--- config.mk ---
export PLATFORM = sky130hd
export DESIGN_NAME = uart_frame_parser
export DESIGN_NICKNAME = d
export VERILOG_FILES = /design/src/rtl/uart_pkg.sv /design/src/rtl/uart_idle_timer.sv /design/src/rtl/uart_frame_parser.sv
export SDC_FILE = /design/constraint.sdc
export NUM_CORES = 1
export LEC_CHECK = 0
export ABC_AREA = 1
export CAP_MARGIN = 20
export CORE_MARGIN = 1
export CORE_UTILIZATION = 50
export DETAILED_ROUTE_END_ITERATION = 10
export PLACE_DENSITY = 0.83
export RECOVER_POWER = 25
export SYNTH_ARGS = -nofsm -noshare
export SYNTH_HDL_FRONTEND = slang
export SYNTH_SLANG_ARGS = --single-unit
--- constraint.sdc ---
create_clock -name sys_clk -period 3 [get_ports sys_clk]
set_input_delay 0.6 -clock sys_clk [delete_from_list [all_inputs] [get_ports sys_clk]]
set_output_delay 0.6 -clock sys_clk [all_outputs]
set_load 0.02 [all_outputs]
--- src/rtl/uart_pkg.sv ---
// Shared UART definitions: frame header, parser state encoding, error codes
// and the bit-period arithmetic used by both the receiver and the frame parser.
package uart_pkg;

    localparam logic [7:0] HEADER_BYTE = 8'hAA;

    localparam logic [2:0] ST_IDLE    = 3'd0;
    localparam logic [2:0] ST_CMD     = 3'd1;
    localparam logic [2:0] ST_LEN     = 3'd2;
    localparam logic [2:0] ST_PAYLOAD = 3'd3;
    localparam logic [2:0] ST_CSUM    = 3'd4;

    localparam logic [1:0] ERR_NONE     = 2'd0;
    localparam logic [1:0] ERR_BAD_LEN  = 2'd1;
    localparam logic [1:0] ERR_BAD_CSUM = 2'd2;
    localparam logic [1:0] ERR_TIMEOUT  = 2'd3;

    function automatic int bit_period(input int clk_freq, input int uart_bps);
        return clk_freq / uart_bps;
    endfunction

    // Running frame checksum: plain modulo-256 byte sum.
    function automatic logic [7:0] csum_add(input logic [7:0] sum, input logic [7:0] data);
        return sum + data;
    endfunction

endpackage

--- src/rtl/uart_idle_timer.sv ---
// Inter-byte silence counter; pulses expired for one cycle when THRESH
// consecutive enabled, uncleared cycles have elapsed.
module uart_idle_timer
    import uart_pkg::*;
#(
    parameter int THRESH = 1
) (
    input  logic sys_clk,
    input  logic sys_rst,
    input  logic clear,
    input  logic enable,
    output logic expired
);

    localparam int CNT_W = $clog2(THRESH + 1);
    localparam logic [CNT_W-1:0] THRESH_C = CNT_W'(THRESH);
    localparam logic [CNT_W-1:0] LAST_C   = CNT_W'(THRESH - 1);
    localparam logic [CNT_W-1:0] ONE_C    = CNT_W'(1);
    localparam logic [CNT_W-1:0] ZERO_C   = CNT_W'(0);

    logic [CNT_W-1:0] cnt_r;
    logic             expired_r;

    // Count silent busy cycles; saturate at the threshold so the count never wraps.
    always_ff @(posedge sys_clk or posedge sys_rst) begin
        if (sys_rst) begin
            cnt_r     <= ZERO_C;
            expired_r <= 1'b0;
        end else if (clear) begin
            cnt_r     <= ZERO_C;
            expired_r <= 1'b0;
        end else if (enable) begin
            expired_r <= (cnt_r == LAST_C);
            if (cnt_r != THRESH_C) begin
                cnt_r <= cnt_r + ONE_C;
            end
        end else begin
            expired_r <= 1'b0;
        end
    end

    assign expired = expired_r;

endmodule

--- src/rtl/uart_frame_parser.sv ---
// Parses AA|CMD|LEN|PAYLOAD|CSUM frames from the UART byte strobe, streams
// payload bytes, and reports frame completion or a classified abort.
module uart_frame_parser
    import uart_pkg::*;
#(
    parameter int CLK_FREQ      = 50_000_000,
    parameter int UART_BPS      = 9600,
    parameter int MAX_LEN       = 16,
    parameter int TIMEOUT_CHARS = 3
) (
    input  logic       sys_clk,
    input  logic       sys_rst,
    input  logic [7:0] in_data,
    input  logic       in_flag,
    output logic [7:0] pay_data,
    output logic       pay_valid,
    output logic [7:0] pay_idx,
    output logic       frame_ok,
    output logic       frame_err,
    output logic [1:0] err_code,
    output logic [7:0] frame_cmd,
    output logic [7:0] frame_len,
    output logic       busy
);

    localparam int         THRESH    = TIMEOUT_CHARS * 10 * bit_period(CLK_FREQ, UART_BPS);
    localparam logic [7:0] MAX_LEN_C = 8'(MAX_LEN);

    logic [2:0] state_r;
    logic [2:0] state_nxt_s;
    logic [7:0] cmd_r;
    logic [7:0] len_r;
    logic [7:0] sum_r;
    logic [7:0] rem_r;
    logic [7:0] idx_r;
    logic [7:0] pay_data_r;
    logic       pay_valid_r;
    logic [7:0] pay_idx_r;
    logic       frame_ok_r;
    logic       frame_err_r;
    logic [1:0] err_code_r;
    logic [7:0] frame_cmd_r;
    logic [7:0] frame_len_r;
    logic       busy_r;
    logic       in_idle_s;
    logic       timer_clear_s;
    logic       expired_s;

    assign in_idle_s     = (state_r == ST_IDLE);
    assign timer_clear_s = in_flag | in_idle_s;

    uart_idle_timer #(
        .THRESH (THRESH)
    ) u_idle_timer (
        .sys_clk (sys_clk),
        .sys_rst (sys_rst),
        .clear   (timer_clear_s),
        .enable  (~in_idle_s),
        .expired (expired_s)
    );

    // Next-state selection; a byte strobe always takes priority over the timeout.
    always_comb begin
        state_nxt_s = state_r;
        if (in_flag) begin
            case (state_r)
                ST_IDLE: begin
                    if (in_data == HEADER_BYTE) begin
                        state_nxt_s = ST_CMD;
                    end else begin
                        state_nxt_s = ST_IDLE;
                    end
                end
                ST_CMD: state_nxt_s = ST_LEN;
                ST_LEN: begin
                    if (in_data > MAX_LEN_C) begin
                        state_nxt_s = ST_IDLE;
                    end else if (in_data == 8'd0) begin
                        state_nxt_s = ST_CSUM;
                    end else begin
                        state_nxt_s = ST_PAYLOAD;
                    end
                end
                ST_PAYLOAD: begin
                    if (rem_r == 8'd1) begin
                        state_nxt_s = ST_CSUM;
                    end else begin
                        state_nxt_s = ST_PAYLOAD;
                    end
                end
                ST_CSUM: state_nxt_s = ST_IDLE;
                default: state_nxt_s = ST_IDLE;
            endcase
        end else if (expired_s && !in_idle_s) begin
            state_nxt_s = ST_IDLE;
        end else begin
            state_nxt_s = state_r;
        end
    end

    // Frame datapath and registered outputs; strobes default low every cycle.
    always_ff @(posedge sys_clk or posedge sys_rst) begin
        if (sys_rst) begin
            state_r     <= ST_IDLE;
            cmd_r       <= 8'd0;
            len_r       <= 8'd0;
            sum_r       <= 8'd0;
            rem_r       <= 8'd0;
            idx_r       <= 8'd0;
            pay_data_r  <= 8'd0;
            pay_valid_r <= 1'b0;
            pay_idx_r   <= 8'd0;
            frame_ok_r  <= 1'b0;
            frame_err_r <= 1'b0;
            err_code_r  <= ERR_NONE;
            frame_cmd_r <= 8'd0;
            frame_len_r <= 8'd0;
            busy_r      <= 1'b0;
        end else begin
            state_r     <= state_nxt_s;
            busy_r      <= (state_nxt_s != ST_IDLE);
            pay_valid_r <= 1'b0;
            frame_ok_r  <= 1'b0;
            frame_err_r <= 1'b0;
            if (in_flag) begin
                case (state_r)
                    ST_CMD: begin
                        cmd_r <= in_data;
                        sum_r <= in_data;
                    end
                    ST_LEN: begin
                        len_r <= in_data;
                        sum_r <= csum_add(sum_r, in_data);
                        rem_r <= in_data;
                        idx_r <= 8'd0;
                        if (in_data > MAX_LEN_C) begin
                            frame_err_r <= 1'b1;
                            err_code_r  <= ERR_BAD_LEN;
                        end
                    end
                    ST_PAYLOAD: begin
                        pay_data_r  <= in_data;
                        pay_idx_r   <= idx_r;
                        pay_valid_r <= 1'b1;
                        sum_r       <= csum_add(sum_r, in_data);
                        idx_r       <= idx_r + 8'd1;
                        rem_r       <= rem_r - 8'd1;
                    end
                    ST_CSUM: begin
                        if (in_data == sum_r) begin
                            frame_ok_r  <= 1'b1;
                            frame_cmd_r <= cmd_r;
                            frame_len_r <= len_r;
                        end else begin
                            frame_err_r <= 1'b1;
                            err_code_r  <= ERR_BAD_CSUM;
                        end
                    end
                    default: begin
                        sum_r <= sum_r;
                    end
                endcase
            end else if (expired_s && !in_idle_s) begin
                frame_err_r <= 1'b1;
                err_code_r  <= ERR_TIMEOUT;
            end
        end
    end

    assign pay_data  = pay_data_r;
    assign pay_valid = pay_valid_r;
    assign pay_idx   = pay_idx_r;
    assign frame_ok  = frame_ok_r;
    assign frame_err = frame_err_r;
    assign err_code  = err_code_r;
    assign frame_cmd = frame_cmd_r;
    assign frame_len = frame_len_r;
    assign busy      = busy_r;

endmodule

# [Word-level counts from Yosys, hierarchy flattened]
# Cells that the tools add are included.
# Widths: inputs -> output; s select.
[totals] word_cells=84 inputBits=11 ff_bits=100
[classes] bitwise_logic=1 n_reduce_logical=18 n_eq_ne=13 order_cmp=1 n_addsub=4 mux=30
[ops] operator="$mux 18" count=3
[ops] operator="$pmux 8 s2" count=3
[ops] operator="$add 18x1->18 const B" count=1
[ops] operator="$eq 18x18->1 const B" count=1
[ops] operator="$ne 18x18->1 const B" count=1
[ops] operator="$mux 3" count=5
[ops] operator="$mux 1" count=12
[ops] operator="$pmux 3 s4" count=1
[ops] operator="$reduce_and 2->1" count=6
[ops] operator="$add 8x1->8 const B" count=1
[ops] operator="$add 8x8->8" count=1
[ops] operator="$eq 8x1->1 const B" count=1
[ops] operator="$eq 8x8->1" count=1
[ops] operator="$eq 8x8->1 const B" count=1
[ops] operator="$gt 8x5->1 const B" count=1
[ops] operator="$logic_not 8->1" count=1
[ops] operator="$mux 2" count=4
[ops] operator="$reduce_bool 2->1" count=4
[ops] operator="$sub 8x1->8 const B" count=1
[ops] operator="$eq 3x2->1 const B" count=2
[ops] operator="$ne 3x3->1 const B" count=2
[ops] operator="$pmux 2 s2" count=1
[ops] operator="$reduce_and 4->1" count=1
[ops] operator="$eq 3x1->1 const B" count=1
[ops] operator="11 further kinds" count=11

# [Longest topological paths before layout]
# Gate-level depths: netlist of run 1.
[logic_depth] ltp_word=6 depth_mapped=11

# [Cells and area by module]
# Synthesis of run 1 repeated with hierarchy kept, for this count alone.
[unflattened] hier_cells=636 hier_area_um2=5181.2
[by_module_without_submodules] module="uart_frame_parser" area_each_um2=3829.9 cells_each=452 instances=1 seq_area_each_um2=2026.9
[by_module_without_submodules] module="uart_idle_timer" area_each_um2=1351.3 cells_each=184 instances=1 seq_area_each_um2=475.5

# [Worst setup path before layout of run 1]
# No wires, ideal clock.
[synth_timing] kind="input -> register" startpoint="in in_data[4]" endpoint="reg frame_cmd_r[1], in the netlist frame_cmd[1]" stages=8 required_time_ns=2.868 arrival_time_ns=1.754 setup_slack_ns=1.115 path_cell_list="ha_1 > nor2_1 > nand2_1 > nor4_1 > nand3_1 > clkbuf_1 > nand2_1 > o21ai_0"
[synth_via] elab_chain_len=2
[synth_lines] item="from (decl)" line_no="uart_frame_parser.sv:13" source="input logic [7:0] in_data,"
[synth_lines] item="$eq 8x8->1" line_no="uart_frame_parser.sv:150" source="if (in_data == sum_r) begin"
[synth_lines] item="$reduce_and 3->1 (no line)"
[synth_lines] item="to (signal assigned)" line_no="uart_frame_parser.sv:152" source="frame_cmd_r <= cmd_r;"
[synth_lines] item="to (decl)" line_no="uart_frame_parser.sv:42" source="logic [7:0] frame_cmd_r;"
# Every way passes these cells.
# A chain may end at the register's enable or synchronous reset.

# [Worst setup path in the final report of run 1]
[layout_timing] startpoint="in in_data[0]" endpoint="reg sum_r[6]"
[layout_via] elab_chain_len=2
[layout_lines] item="$add 8x8->8" line_no="uart_pkg.sv:24" source="return sum + data;"
[layout_lines] item="$pmux 8 s2" line_no="uart_frame_parser.sv:126" source="case (state_r)"
[layout_lines] item="to (signal assigned)" line_no="uart_frame_parser.sv:129" source="sum_r <= in_data;"
[layout_lines] item="to (signal assigned)" line_no="uart_frame_parser.sv:133" source="sum_r <= csum_add(sum_r, in_data);"
[layout_lines] item="to (signal assigned)" line_no="uart_frame_parser.sv:145" source="sum_r <= csum_add(sum_r, in_data);"
[layout_lines] item="to (decl)" line_no="uart_frame_parser.sv:33" source="logic [7:0] sum_r;"
# Every way passes these cells.

==> results of run 1 <==
==> logic make-up after synthesis <==
kind of cell	synth area share
and+or+nand+nor	0.2190
AOI/OAI and AO/OA	0.1451
DFF	0.5128
buffers and inverters	0.07744
adders and majority gates	0.03487
xor gates and xnor gates	0.01077
==> registers in the layout (all words and copies together), names as in the netlist <==
| name | flops |
|---|---|
| u_idle_timer.cnt_r | 18 |
| cmd_r | 8 |
| frame_cmd | 8 |
| frame_len | 8 |
| idx_r | 8 |
| len_r | 8 |
| pay_data | 8 |
| pay_idx | 8 |
| rem_r | 8 |
| sum_r | 8 |
| state_r | 3 |
| err_code | 2 |
| busy | 1 |
| frame_err | 1 |
| frame_ok | 1 |
| pay_valid | 1 |
| u_idle_timer.expired | 1 |
==> stage by stage <==
stage | cell area [um^2] | utilization | hold slack, ps
3_5_place_dp | 5553 | 0.5953 | 457.4
5_1_grt | 5723 | 0.6135 | 513.3
3_3_place_gp | 5553 | 0.5953 | 456.6
4_1_cts | 5736 | 0.6149 | 480.2
2_1_floorplan | 4883 | - | 442.2
6_report | 5723 | 0.6135 | 480.1
==> cell type report <==
class                      instances  area share
sequential                       100      0.4373
inverter                          80     0.05356
multi-input combinational        394      0.3494
clock buffer                      10     0.02405
clock inverter                     5    0.007871
tap                              129     0.02820
timing repair buffer              60     0.09969
==> path summary, 6_finish.rpt <==
path,startpoint,cells after the start,end
max,in_data[0],12,sum_r[6]
min,cmd_r[7],2,frame_cmd[7]
max reg2reg,state_r[2],9,pay_idx[0]
min reg2reg,cmd_r[7],2,frame_cmd[7]
max in group asynchronous,sys_rst,3,sum_r[6]
min in group asynchronous,sys_rst,3,rem_r[7]
==> power by group through the flow <==
stage          clock [mW]  combinational (mW)  sequential, mW
2_1_floorplan           0               0.447            1.67
3_3_place_gp            0               0.663            1.65
3_5_place_dp            0               0.692            1.65
4_1_cts             0.830               0.699            1.63
5_1_grt             0.884               0.792            1.66
6_report            0.812               0.699            1.63
==> worst min-delay path, stage by stage, from the launching register on <==
cell and delay [ps]:
dfrtp_1 350, nand2_1 50, nand2_1 50
==> placed cells by master (no fill, tap or decap), types with 6 or more instances in the layout <==
cell / netlist / layout
nand3_1: 21 / 21
clkbuf_8: 0 / 10
inv_1: 75 / 74
o21ai_1: 7 / 7
nand2_1: 147 / 147
o21ai_0: 65 / 65
ha_1: 12 / 12
dfrtp_1: 100 / 100
buf_4: 1 / 11
clkdlybuf4s50_1: 0 / 47
a21oi_1: 34 / 34
nor3_1: 12 / 12
o211ai_1: 6 / 6
nand4_1: 10 / 10
nor2_1: 39 / 39
==> metal layers <==
metal | part of all wire | global-route usage
met1 | 0.46 | 0.3116
met2 | 0.47 | 0.3904
met3 | 0.054 | 0.05548
met4 | 0.015 | 0.06243
met5 | 0 | 0
==> flow_summary.yaml, run 1 <==
floorplan:
  initial_core_util: 0.5231
  dieArea_um2: 10160
  die_h_um: 100.8
  core_area_um2: 9328
  die_w_um: 100.8
  ioPinCount: 49
  std_cell_rows: 35
timing:
  final_hold_viol_count: 0
  period_minus_slack_ps: 2313
  min_period_over_period: 0.7709
  worst_pin_slew_ps: 1342
  finalSetupViolCount: 0
  finalSetupTns_ps: 0
  fin_ws_ps: 687.2
  maxSlewViolCount: 0
  skew_ps: 10.73
  fmax_ghz: 0.4324
  rsz0062_at_grt: "false"
  relSlewSlack: 0.1056
layout:
  final_cell_count_no_fill: 778
  multiInputGateArea_um2: 1999
  nNetsFinal: 669
  n_fill_cell: 797
  diodes: 0
  regArea_um2: 2502
  area_growth_pct: 17.28
  drive_gt1_frac: 0.07550
status:
  run_status: "complete, no violations"
placement:
  placed_cells: 763
  pre_cts_ws_ps: 345.2
  dp_hpwl_um: 7898
  gp_congestion: 0.9876
  port_buffers: 48
power_and_ir_drop:
  power_frac_seq: 0.519
  p_clk_frac: 0.258
  power_mw: 3.142
  p_comb_frac: 0.222
  netSwitchingFraction: 0.3168
  vdd_drop_max_uv: 255.2
  p_int_mw: 2.146
  leakage_nw: 2.730
  switchingPower_mw: 0.9952
  p_per_area_nw_per_um2: 548.9
clock_tree:
  post_cts_buffers: 0
  clk_pin_slew_ps: 90
  cts.sinks: 100
  clockBufferDepth: 2
  cts_tree: "built"
  ctsHoldBuffers: 0
  clock_latency_ps: 360
  cts_buffers: 9
  cts_resized: 0
  htree_levels: 3
  cts_root_buffer: "clkbuf_8"
synth:
  avgSynthCellArea_um2: 8.313
  synth_commonest_cells: "nand2_1 (147), dfrtp_1 (100), inv_1 (75), o21ai_0 (65), nor2_1 (39)"
  ys.flop_type: "dfrtp_1"
  synth_most_common_cell: "nand2_1"
  yosys_warnings: 0
  syn_inst: 587
  syn_area_um2: 4880
  synthTopCellsByArea: "dfrtp_1 (51%), nand2_1 (11%), o21ai_0 (6.7%)"
  synth_top_area_cell: "dfrtp_1"
  ys_ff_latch: 100
  synth.net_count: 611
  synth_edf_count: 0
  ys_seq_area_frac: 0.5128
  ys_types: 37
  synth_top_area_frac: 0.5128
  async_reset_ff_frac: 1.000
job:
  max_cap_viol_count: 0
route:
  via_per_inst: 5.299
  drt-initial-drc-count: 194
  vias: 4123
  wl_um: 10990
  wl_per_cell_um: 14.12
  drtAntennaViolNets: 0
  drt_pre_antenna_iters: 5
  remaining_drc_errors: 0
critical_path:
  path_max_fanout: 6
  start_kind: "input pin"
  critPathMaxStageDelay_ps: 620
  worstPathRequired_ps: 3250
  worst_path_dominant_cell_family: "buffers and inverters"
  path_cells: "clkdlybuf4s50_1 > ha_1 > inv_1 > fa_1 > inv_1 > nand3_1 > nand2_1 > nand3_1 > nand3_1 > nand2_1 > o21ai_1 > nand2_1"
  end_kind: "flop"
  cpMaxStageDelayCell: "clkdlybuf4s50_1"
  critical_path_arrival_ps: 2560
  crit_type: "input pin to flop"
  path_buf_inv: 3
  r2r_setup_slack_ps: 1040
global_route:
  grt_antenna_before_repair: 0
  grt_max_degree: 101
  grt_pass1_wl_um: 18560
  grt_overflow: 0
  grt_pass1_vias: 3971
  grtUsageTotal: 0.2356
min_path:
  hold_path_class: "flop to flop"
(Power assumes the default switching activity.)
==> run 2, diff against run 1 <==
PLACE_DENSITY = 0.8   (was 0.83)
clock period = 2.2 ns   (was 3 ns; I/O delays follow)
==> run 2 against run 1 <==
  * Final cell count increased by 2.4%
  * First-iteration DRC count increased by 11%
  * Clock skew grew 4.1 ps
  * Clock-buffer cell count shrank 1
  * Critical endpoint unchanged
  * Via count increased by 1.7%
==> flow_summary.yaml, run 2 (synthesized netlist as in run 1, its figures left out) <==
floorplan:
  core_area_um2: 9328
  initial_core_util: 0.5231
  die_w_um: 100.8
  dieArea_um2: 10160
  die_h_um: 100.8
  ioPinCount: 49
  std_cell_rows: 35
clock_tree:
  cts.sinks: 100
  clockBufferDepth: 2
  clock_latency_ps: 370
  htree_levels: 3
  clk_pin_slew_ps: 100
  cts_resized: 0
  cts_buffers: 9
  post_cts_buffers: 0
  ctsHoldBuffers: 0
  cts_root_buffer: "clkbuf_8"
  cts_tree: "built"
power_and_ir_drop:
  vdd_drop_max_uv: 458.7
  p_per_area_nw_per_um2: 775.7
  leakage_nw: 2.848
global_route:
  grtUsageTotal: 0.2389
  grt_pass1_wl_um: 18900
  grt_max_degree: 48
  grt_pass1_vias: 4027
  grt_antenna_before_repair: 0
  grt_overflow: 0
critical_path:
  worstPathRequired_ps: 2450
  critical_path_arrival_ps: 2220
  end_kind: "flop"
  crit_type: "input pin to flop"
  path_max_fanout: 3
  r2r_setup_slack_ps: 350
  start_kind: "input pin"
layout:
  area_growth_pct: 21.79
  drive_gt1_frac: 0.09880
  diodes: 0
  fin_util: 0.6372
  nNetsFinal: 687
  final_cell_mix: "nand2_1 (147), dfrtp_1 (100), inv_1 (74)"
  final_common_cell: "nand2_1"
  largest_reg_flops: 18
  largest-register: "u_idle_timer.cnt_r"
timing:
  finalSetupTns_ps: 0
  min_period_over_period: 0.8939
  finalSetupViolCount: 0
  maxSlewViolCount: 0
  rsz0062_at_grt: "false"
  final_hold_viol_count: 0
  relSlewSlack: 0.5445
  worst_pin_slew_ps: 683.2
  fmax_ghz: 0.5085
  skew_ps: 14.80
  period_minus_slack_ps: 1967
route:
  via_per_inst: 5.260
  drtAntennaViolNets: 0
  route.met3.wl_um: 452
  met1Wirelength_um: 5086
  dr_wl_met2_um: 5256
  drt-initial-drc-count: 216
  wl_um: 10990
  wl_per_cell_um: 13.78
  remaining_drc_errors: 0
  vias: 4192
  top_layer: "met4"
  drt_pre_antenna_iters: 4
placement:
  gp_congestion: 0.8767
  dp_hpwl_um: 8275
  port_buffers: 48
job:
  max_cap_viol_count: 0
min_path:
  hold_path_class: "flop to flop"
status:
  run_status: "complete, no violations"
run 2: worst paths after layout:
path                             from               endpoint  depth (start not counted)
hold reg to reg            pay_idx[5]             pay_idx[5]                          2
setup reg to reg           state_r[2]            pay_data[0]                          9
setup / recovery           in_data[0]               sum_r[6]                         12
min in group asynchronous     sys_rst  u_idle_timer.cnt_r[8]                          2
max in group asynchronous     sys_rst               sum_r[3]                          3
hold / removal             pay_idx[5]             pay_idx[5]                          2
run 2: final cells by class:
type,count,area (um^2)
Clock inverter,7,106.4
Multi-Input combinational cell,394,1999
Tap cell,129,161.4
Fill cell,799,3385
Sequential cell,100,2502
Clock buffer,9,123.9
Inverter,80,304.0
Timing Repair Buffer,78,745.7
run 2: worst max-delay path, cell delays in order:
cell and delay [ps]:
clkdlybuf4s50_1 530, ha_1 190, inv_1 50, fa_1 360, inv_1 100, nand3_1 70
nand2_1 90, nand3_1 90, nand3_1 80, nand2_1 50, o21ai_1 110, nand2_1 70
run 2: metrics by stage:
| step | setup slack [ps] | hold WS, ps | instances | power [mW] | area [um^2] |
|---|---|---|---|---|---|
| finish | 233.4 | 481.1 | 797 | 4.610 | 5943 |
| global placement | -97.45 | 454.1 | 781 | 3.255 | 5738 |
| floorplan | 474.6 | 442.2 | 587 | 2.881 | 4883 |
| global route | 48.06 | 509.3 | 797 | 4.874 | 5943 |
| detailed placement | -118.1 | 459.2 | 781 | 3.298 | 5738 |
| CTS | 273.7 | 394.6 | 797 | 4.640 | 5968 |
run 2: power by group:
| part | total, mW | switching (mW) | internal (mW) |
|---|---|---|---|
| clock network | 1.35 | 0.686 | 0.661 |
| registers | 2.23 | 0.145 | 2.08 |
| logic | 1.04 | 0.576 | 0.459 |
| total | 4.61 | 1.41 | 3.20 |
run 2: layer usage:
layer | GRT usage | up-vias
li1 | - | 2061
met1 | 0.3135 | 2000
met2 | 0.4041 | 111
met3 | 0.03814 | 20
met4 | 0.08138 | 0
met5 | 0 | -
